<file path="src/rtl/rf_wb_scheduler_if.sv">
// Writeback/scoreboard bundle between execute, LSU, issue and the register file.
// Handshake: a write transfers in the cycle where reqN_valid_i & reqN_ready_o are both 1;
// a requester that sees valid=1 and ready=0 must hold valid, addr and data stable.
interface rf_wb_scheduler_if #(
    parameter int ADDR_W = 5,
    parameter int DATA_W = 32
);
    logic              req0_valid_i;
    logic              req0_ready_o;
    logic [ADDR_W-1:0] req0_addr_i;
    logic [DATA_W-1:0] req0_data_i;
    logic              req1_valid_i;
    logic              req1_ready_o;
    logic [ADDR_W-1:0] req1_addr_i;
    logic [DATA_W-1:0] req1_data_i;
    logic              rf_we_o;
    logic [ADDR_W-1:0] rf_waddr_o;
    logic [DATA_W-1:0] rf_wdata_o;
    logic              alloc_valid_i;
    logic [ADDR_W-1:0] alloc_addr_i;
    logic              alloc_stall_o;
    logic [ADDR_W-1:0] rs1_addr_i;
    logic [ADDR_W-1:0] rs2_addr_i;
    logic              hazard_o;
    logic              byp1_o;
    logic              byp2_o;

    modport master (
        output req0_valid_i, req0_addr_i, req0_data_i,
        output req1_valid_i, req1_addr_i, req1_data_i,
        output alloc_valid_i, alloc_addr_i, rs1_addr_i, rs2_addr_i,
        input  req0_ready_o, req1_ready_o, rf_we_o, rf_waddr_o, rf_wdata_o,
        input  alloc_stall_o, hazard_o, byp1_o, byp2_o
    );

    modport slave (
        input  req0_valid_i, req0_addr_i, req0_data_i,
        input  req1_valid_i, req1_addr_i, req1_data_i,
        input  alloc_valid_i, alloc_addr_i, rs1_addr_i, rs2_addr_i,
        output req0_ready_o, req1_ready_o, rf_we_o, rf_waddr_o, rf_wdata_o,
        output alloc_stall_o, hazard_o, byp1_o, byp2_o
    );
endinterface

</file>
<file path="src/rtl/rf_wb_scheduler.sv">
// Round-robin arbiter for the single RF write port plus a per-register busy scoreboard.
// Optional macro RF_BYPASS_EN forwards the registered write data to the issue sources.
module rf_wb_scheduler #(
    parameter int ADDR_W    = 5,
    parameter int DATA_W    = 32,
    parameter int PRIO_INIT = 0
) (
    input logic              clk_i,
    input logic              rst_ni,
    rf_wb_scheduler_if.slave bus
);
    localparam int NREGS = 1 << ADDR_W;

    typedef enum logic {PRIO_REQ0 = 1'b0, PRIO_REQ1 = 1'b1} prio_e;

    prio_e             prio_q;
    logic              gnt0, gnt1;
    logic [ADDR_W-1:0] gnt_addr;
    logic [DATA_W-1:0] gnt_data;
    logic              rf_we_q;
    logic [ADDR_W-1:0] rf_waddr_q;
    logic [DATA_W-1:0] rf_wdata_q;
    logic [NREGS-1:0]  busy_q;
    logic [NREGS-1:0]  busy_set;
    logic [NREGS-1:0]  busy_clr;
    logic              byp1, byp2;

    always_comb begin
        gnt0     = bus.req0_valid_i & (~bus.req1_valid_i | (prio_q == PRIO_REQ0));
        gnt1     = bus.req1_valid_i & ~gnt0;
        gnt_addr = gnt1 ? bus.req1_addr_i : bus.req0_addr_i;
        gnt_data = gnt1 ? bus.req1_data_i : bus.req0_data_i;
    end

    // A grant to x0 completes the handshake but never raises the write enable.
    always_ff @(posedge clk_i or negedge rst_ni) begin
        if (!rst_ni) begin
            prio_q     <= (PRIO_INIT != 0) ? PRIO_REQ1 : PRIO_REQ0;
            rf_we_q    <= 1'b0;
            rf_waddr_q <= '0;
            rf_wdata_q <= '0;
        end else begin
            rf_we_q <= (gnt0 | gnt1) & (gnt_addr != '0);
            if (gnt0 | gnt1) begin
                prio_q     <= gnt0 ? PRIO_REQ1 : PRIO_REQ0;
                rf_waddr_q <= gnt_addr;
                rf_wdata_q <= gnt_data;
            end
        end
    end

    always_comb begin
        busy_set = '0;
        busy_clr = '0;
        if (bus.alloc_valid_i && (bus.alloc_addr_i != '0)) busy_set[bus.alloc_addr_i] = 1'b1;
        if (rf_we_q) busy_clr[rf_waddr_q] = 1'b1;
    end

    // Set applied after clear so a new producer wins over a retiring one.
    always_ff @(posedge clk_i or negedge rst_ni) begin
        if (!rst_ni) busy_q <= '0;
        else         busy_q <= (busy_q & ~busy_clr) | busy_set;
    end

`ifdef RF_BYPASS_EN
    assign byp1 = rf_we_q & (rf_waddr_q == bus.rs1_addr_i) & (bus.rs1_addr_i != '0);
    assign byp2 = rf_we_q & (rf_waddr_q == bus.rs2_addr_i) & (bus.rs2_addr_i != '0);
`else
    assign byp1 = 1'b0;
    assign byp2 = 1'b0;
`endif

    assign bus.req0_ready_o  = gnt0;
    assign bus.req1_ready_o  = gnt1;
    assign bus.rf_we_o       = rf_we_q;
    assign bus.rf_waddr_o    = rf_waddr_q;
    assign bus.rf_wdata_o    = rf_wdata_q;
    assign bus.alloc_stall_o = busy_q[bus.alloc_addr_i];
    assign bus.byp1_o        = byp1;
    assign bus.byp2_o        = byp2;
    assign bus.hazard_o      = ((bus.rs1_addr_i != '0) & busy_q[bus.rs1_addr_i] & ~byp1)
                             | ((bus.rs2_addr_i != '0) & busy_q[bus.rs2_addr_i] & ~byp2);
endmodule

</file>
<file path="src/flat_wrapper.sv">
// flat-port wrapper written by rule: the top's interface ports become plain ports
module rf_wb_scheduler_flat 
#(
    parameter int ADDR_W    = 5,
    parameter int DATA_W    = 32,
    parameter int PRIO_INIT = 0
)
  (clk_i, rst_ni, bus_req0_valid_i, bus_req0_addr_i, bus_req0_data_i, bus_req1_valid_i, bus_req1_addr_i, bus_req1_data_i, bus_alloc_valid_i, bus_alloc_addr_i, bus_rs1_addr_i, bus_rs2_addr_i, bus_req0_ready_o, bus_req1_ready_o, bus_rf_we_o, bus_rf_waddr_o, bus_rf_wdata_o, bus_alloc_stall_o, bus_hazard_o, bus_byp1_o, bus_byp2_o);
  rf_wb_scheduler_if #(.ADDR_W(ADDR_W), .DATA_W(DATA_W)) bus_i ();
  input logic clk_i;
  input logic rst_ni;
  input wire logic [$bits(bus_i.req0_valid_i)-1:0] bus_req0_valid_i;
  input wire logic [$bits(bus_i.req0_addr_i)-1:0] bus_req0_addr_i;
  input wire logic [$bits(bus_i.req0_data_i)-1:0] bus_req0_data_i;
  input wire logic [$bits(bus_i.req1_valid_i)-1:0] bus_req1_valid_i;
  input wire logic [$bits(bus_i.req1_addr_i)-1:0] bus_req1_addr_i;
  input wire logic [$bits(bus_i.req1_data_i)-1:0] bus_req1_data_i;
  input wire logic [$bits(bus_i.alloc_valid_i)-1:0] bus_alloc_valid_i;
  input wire logic [$bits(bus_i.alloc_addr_i)-1:0] bus_alloc_addr_i;
  input wire logic [$bits(bus_i.rs1_addr_i)-1:0] bus_rs1_addr_i;
  input wire logic [$bits(bus_i.rs2_addr_i)-1:0] bus_rs2_addr_i;
  output wire logic [$bits(bus_i.req0_ready_o)-1:0] bus_req0_ready_o;
  output wire logic [$bits(bus_i.req1_ready_o)-1:0] bus_req1_ready_o;
  output wire logic [$bits(bus_i.rf_we_o)-1:0] bus_rf_we_o;
  output wire logic [$bits(bus_i.rf_waddr_o)-1:0] bus_rf_waddr_o;
  output wire logic [$bits(bus_i.rf_wdata_o)-1:0] bus_rf_wdata_o;
  output wire logic [$bits(bus_i.alloc_stall_o)-1:0] bus_alloc_stall_o;
  output wire logic [$bits(bus_i.hazard_o)-1:0] bus_hazard_o;
  output wire logic [$bits(bus_i.byp1_o)-1:0] bus_byp1_o;
  output wire logic [$bits(bus_i.byp2_o)-1:0] bus_byp2_o;
  assign bus_i.req0_valid_i = bus_req0_valid_i;
  assign bus_i.req0_addr_i = bus_req0_addr_i;
  assign bus_i.req0_data_i = bus_req0_data_i;
  assign bus_i.req1_valid_i = bus_req1_valid_i;
  assign bus_i.req1_addr_i = bus_req1_addr_i;
  assign bus_i.req1_data_i = bus_req1_data_i;
  assign bus_i.alloc_valid_i = bus_alloc_valid_i;
  assign bus_i.alloc_addr_i = bus_alloc_addr_i;
  assign bus_i.rs1_addr_i = bus_rs1_addr_i;
  assign bus_i.rs2_addr_i = bus_rs2_addr_i;
  assign bus_req0_ready_o = bus_i.req0_ready_o;
  assign bus_req1_ready_o = bus_i.req1_ready_o;
  assign bus_rf_we_o = bus_i.rf_we_o;
  assign bus_rf_waddr_o = bus_i.rf_waddr_o;
  assign bus_rf_wdata_o = bus_i.rf_wdata_o;
  assign bus_alloc_stall_o = bus_i.alloc_stall_o;
  assign bus_hazard_o = bus_i.hazard_o;
  assign bus_byp1_o = bus_i.byp1_o;
  assign bus_byp2_o = bus_i.byp2_o;
  rf_wb_scheduler #(.ADDR_W(ADDR_W), .DATA_W(DATA_W), .PRIO_INIT(PRIO_INIT)) u_core (.clk_i(clk_i), .rst_ni(rst_ni), .bus(bus_i));
endmodule
</file>
<file path="config.mk">
export PLATFORM = sky130hd
export DESIGN_NAME = rf_wb_scheduler_flat
export DESIGN_NICKNAME = d
export VERILOG_FILES = /design/src/rtl/rf_wb_scheduler_if.sv /design/src/rtl/rf_wb_scheduler.sv /design/src/flat_wrapper.sv
export SDC_FILE = /design/constraint.sdc
export NUM_CORES = 1
export LEC_CHECK = 0
export CAP_MARGIN = 20
export CELL_PAD_IN_SITES_DETAIL_PLACEMENT = 1
export CELL_PAD_IN_SITES_GLOBAL_PLACEMENT = 2
export CORE_ASPECT_RATIO = 0.75
export CORE_MARGIN = 3
export CORE_UTILIZATION = 27
export DETAILED_ROUTE_END_ITERATION = 12
export GPL_TIMING_DRIVEN = 1
export PLACE_DENSITY = 0.76
export SLEW_MARGIN = 20
export SYNTH_ARGS = -nofsm -noshare
export SYNTH_HDL_FRONTEND = slang
export SYNTH_SLANG_ARGS = --single-unit
</file>
<file path="constraint.sdc">
create_clock -name clk_i -period 2.85 [get_ports clk_i]
set_clock_uncertainty 0.2 [all_clocks]
set_input_delay 0.285 -clock clk_i [delete_from_list [all_inputs] [get_ports clk_i]]
set_output_delay 0.285 -clock clk_i [all_outputs]
set_load 0.05 [all_outputs]
</file>
# After elaboration in Yosys (flattened, before gate mapping)
# Cells that the tools add are included.
word_totals:
  out_inout_bits: 44
  word_cells: 47
  input_bits: 94
  reg_bits: 71
classes:
  n_lt_le_gt_ge: 6
  bitwise_logic: 14
  n_reduce_logical: 7
  mux: 15
ops:
  columns: ["operator", "count"]
  rows:
  - ["two-way mux 32 bit", 3]
  - ["bitwise AND 32 bit", 1]
  - ["inverter 32 bit", 1]
  - ["OR 32 bit", 1]
  - ["< comparator 5 x 6 -> 1 bit (second input constant)", 4]
  - ["nonzero test 5 bit", 4]
  - ["binary-select mux 1 bit (select 5 bit)", 3]
  - ["demux 1 bit (select 5 bit)", 2]
  - [">= comparator 5 x 1 -> 1 bit (second input constant)", 2]
  - ["two-way mux 1 bit", 6]
  - ["bitwise AND 1 bit", 5]
  - ["two-way mux 5 bit", 1]
  - ["logical AND 1 bit", 3]
  - ["inverter 1 bit", 3]
  - ["OR 1 bit", 3]

# Logic depth before layout (Yosys ltp)
logic_depth:
  depth_word: 8
  depth_mapped: 6
  ltp_nobuf: 5

# Worst setup path before layout
# No wires, ideal clock.
synth_timing:
  kind: "input to output"
  from: "input port bus_rs1_addr_i[2]"
  to: "output port bus_hazard_o"
  slack_ps: 325
  required_time_ps: 2365
  path_stages: 6
  path_buffers: 1
  arrival_time_ps: 2040
  path_cell_list: "buf_6 > mux4_2 > nand3_1 > o21ai_0 > or3_1 > or4_1"
synth_via:
  elab_chain_len: 4
  elab_cells_between_ends: 5
synth_lines:
  columns: ["item", "line", "source"]
  rows:
  - ["from (decl)", "flat_wrapper.sv:20", "input wire logic [$bits(bus_i.rs1_addr_i)-1:0] bus_rs1_addr_i;"]
  - ["binary-select mux 1 bit (select 5 bit)", "rf_wb_scheduler.sv:81", "assign bus.hazard_o = ((bus.rs1_addr_i != '0) & busy_q[bus.rs1_addr_i] & ~byp1)"]
  - ["two-way mux 1 bit (implied by the code)", "rf_wb_scheduler.sv:81", null]
  - ["bitwise AND 1 bit *", "rf_wb_scheduler.sv:81", null]
  - ["OR 1 bit *", "rf_wb_scheduler.sv:82", "| ((bus.rs2_addr_i != '0) & busy_q[bus.rs2_addr_i] & ~byp2);"]
  - ["to (decl)", "flat_wrapper.sv:28", "output wire logic [$bits(bus_i.hazard_o)-1:0] bus_hazard_o;"]
# Every way passes the cells marked *; elsewhere a longest branch is shown, timed or not. The select of a mux whose other input is x is not followed.

# Final worst setup path
layout_timing:
  from: "register u_core.busy_q[18]"
  to: "output port bus_hazard_o"
layout_via:
  elab_chain_len: 4
  elab_cells_between_ends: 7
layout_lines:
  columns: ["item", "line", "source"]
  rows:
  - ["from (decl)", "rf_wb_scheduler.sv:23", "logic [NREGS-1:0] busy_q;"]
  - ["from (signal assigned)", "rf_wb_scheduler.sv:62", "else busy_q <= (busy_q & ~busy_clr) | busy_set;"]
  - ["binary-select mux 1 bit (select 5 bit) (on tied branches)", "rf_wb_scheduler.sv:81, rf_wb_scheduler.sv:82", null]
  - ["two-way mux 1 bit (on tied branches)", "rf_wb_scheduler.sv:81, rf_wb_scheduler.sv:82", null]
  - ["bitwise AND 1 bit (on tied branches)", "rf_wb_scheduler.sv:81, rf_wb_scheduler.sv:82", null]
  - ["OR 1 bit *", "rf_wb_scheduler.sv:82", null]
# Marked as above.

==> run metrics <==
cells after synthesis=378; total wire length=14800 um; Mapped Area=3930 um^2; final worst setup slack=-0.00776 ns; Critical path buffers and inverters=1; yosys warns=0; number of fillers in the final layout=1552; Placement Setup Slack=-0.286 ns; violated checks=negative setup slack; RSZ-0062 raised after global routing=true; Critical Path End Type=primary output; CTS tree=done; critical path's slowest cell=mux4_2; via count=3735; worst vdd ir=359 uV; Detail Route Antenna Nets=0; vias in the first global route=3997; Port Buf Inserts=135; CTS Buffer Depth=2; fmax=350 MHz; Least-Margin Pin Slew=0.546 ns; worst skew pair latency=0.34 ns; nets@finish=622; drt pass-1 iters=4; Slew Limit Fails=0; Yosys cell types=35; first-pass GRT wire length=23500 um; period utilization=100%; Vias/cell=5.13; Hold Crit Class=in -> reg; Max Cap Violations=0; critical path's largest stage delay=0.46 ns; initial antenna violation count=0; IO Pins=138; GPL Wtd Cong=0.854; DRC errors left=0; total power=4.50 mW; Synth Register Bits=71; Routed WL per cell=20.4 um; largest net degree at the start of global routing=72; # setup viols final=1; clk slew on worst S/H paths=0.06 ns; Post-DP Area=5570 um^2; worst path required time=2.37 ns; die area=16100 um^2; Avg Inst Size Synth=10.4 um^2; number of buffers created by CTS=9; delay-heaviest family, CP=simple AND/OR/NAND/NOR gates; cell taking the most area after synthesis=dfrtp_1; number of synthesized flops with an enable pin=0; Fin Setup TNS=-0.00776 ns; starting density of the core=28.1%; Die Span Y=111 um; pwr/cell area=745 nW/um^2; Slew HR=63.5%; GRT Overall Usage=18.7%; arrival time at the worst endpoint=2.37 ns; ranking of synthesized cells by area=dfrtp_1 (45%), o21ai_0 (13%), mux2i_1 (12%), mux4_2 (10%), nand2_1 (4.0%); dpl hpwl=11000 um; Seq/Total Area, Yosys=45.2%; commonest cells in the netlist=o21ai_0 (103), dfrtp_1 (71), mux2i_1 (47), nand2_1 (42), clkbuf_1 (21); CP startpoint kind=register; CP Max Fanout=4; commonest register cell after synthesis=dfrtp_1; chip width=145 um; status=finished, violations left; Cell Chain, Critical Path=mux4_2, mux2i_1, nor3b_1, or3_1, or4_4, buf_8; Root Driver=clkbuf_16; count leader, synth=o21ai_0; Rows=37; Final Hold Slack=0.208 ns; CTS Sinks=71; FFs w/ async S/R, synth=100%; cell area after layout=6040 um^2; Hold Vio Cnt, Final=0; ant diodes=0; fin crit period=2.86 ns; grt total ovfl=0; CTS H-tree lvls=3; leakage=2.45 nW; area of the core=14000 um^2; share of cells above drive strength 1=14.8%; Critical Setup Path Class=reg -> out; area share of the largest cell type after synthesis=45.2%; DR iter-0 viols=245; Area Growth Syn to Fin=53.5%
[worst reg2reg max path, delay by kind of cell (launching register included)]
kind               cells  cell delay (ns)
DFF                    1             0.42
and+or+nand+nor        1             0.63
AOI/OAI and AO/OA      2             0.35
[through the flow]
step           instances  utilization (%)
5_1_grt              728             43.2
3_3_place_gp         699             39.8
6_report             728             43.2
4_1_cts              727             43.1
2_1_floorplan        379                -
3_5_place_dp         699             39.8
[logic make-up (layout without fill, tap and decap cells)]
family	after synthesis	in the layout	share of synthesized area, %
buffers and inverters	35	189	3.94
multiplexers	68	68	23.9
flip-flops	71	71	45.2
other	1	2	0.0953
AND/OR/NAND/NOR	88	88	11.6
AO/OA/AOI/OAI	115	115	15.3
[state kept, by name, indices dropped and copies added (netlist names)]
signal and count:
u_core.bus.rf_wdata_o 32, u_core.bus.rf_waddr_o 5, u_core.bus.rf_we_o 1, u_core.busy_q 32, u_core.prio_q 1
[final cells by class]
type | count | area [um^2] | area share [%]
clock inverter | 5 | 104 | 1.72
clock buffer | 11 | 243 | 4.02
inverter | 7 | 26.3 | 0.435
sequential | 71 | 1780 | 29.4
tap | 195 | 244 | 4.04
multi-input combinational | 273 | 2030 | 33.6
timing repair buffer | 166 | 1620 | 26.8
[report_power, final]
part | internal, mW | total, mW | leakage [nW] | switching (mW)
clock network | 0.881 | 1.33 | 0.170 | 0.448
registers | 1.28 | 1.59 | 0.821 | 0.312
logic | 0.759 | 1.58 | 1.45 | 0.823
[cell usage in the layout, fill, tap and decap left out, types with 3 or more instances in the layout]
cell,count
or3_1,3
nor3_1,3
dfrtp_1,70
nand2_1,42
mux4_2,18
nand4_1,3
o21ai_0,102
nor2_1,5
buf_12,3
clkdlybuf4s50_1,126
buf_4,28
nand3_1,6
mux2i_1,47
inv_1,7
clkbuf_16,9
nand3b_1,11
or3b_2,5
bufinv_16,3
[path summary, 6_finish.rpt]
path	slack, ns	cells after the start	end	start
hold reg to reg	0.34	1	u_core.prio_q	u_core.prio_q
setup reg to reg	1.11	3	u_core.busy_q[4]	u_core.bus.rf_waddr_o[0]
min in group asynchronous	0.32	3	u_core.bus.rf_wdata_o[9]	rst_ni
max in group asynchronous	1.80	3	u_core.busy_q[25]	rst_ni
hold / removal	0.21	3	u_core.bus.rf_we_o	bus_req1_valid_i
setup / recovery	-0.008	6	bus_hazard_o	u_core.busy_q[18]
[metal layers]
layer / vias to the layer above / part of all wire (%) / GRT usage [%]
li1: 1697 / - / -
met4: 0 / 1.1 / 3.92
met5: - / 0 / 0
met2: 148 / 46 / 29.9
met1: 1880 / 44 / 24.6
met3: 10 / 8.3 / 6.85
[timing repair]
action,CTS,global route
setup buffers,11,1
gates resized for setup,8,4
endpoints found under the setup margin,1,2
hold buffers,1,0
pin swaps,0,1
hold endpoints to repair,71,0
No activity file was read; power rests on OpenSTA's default activity.
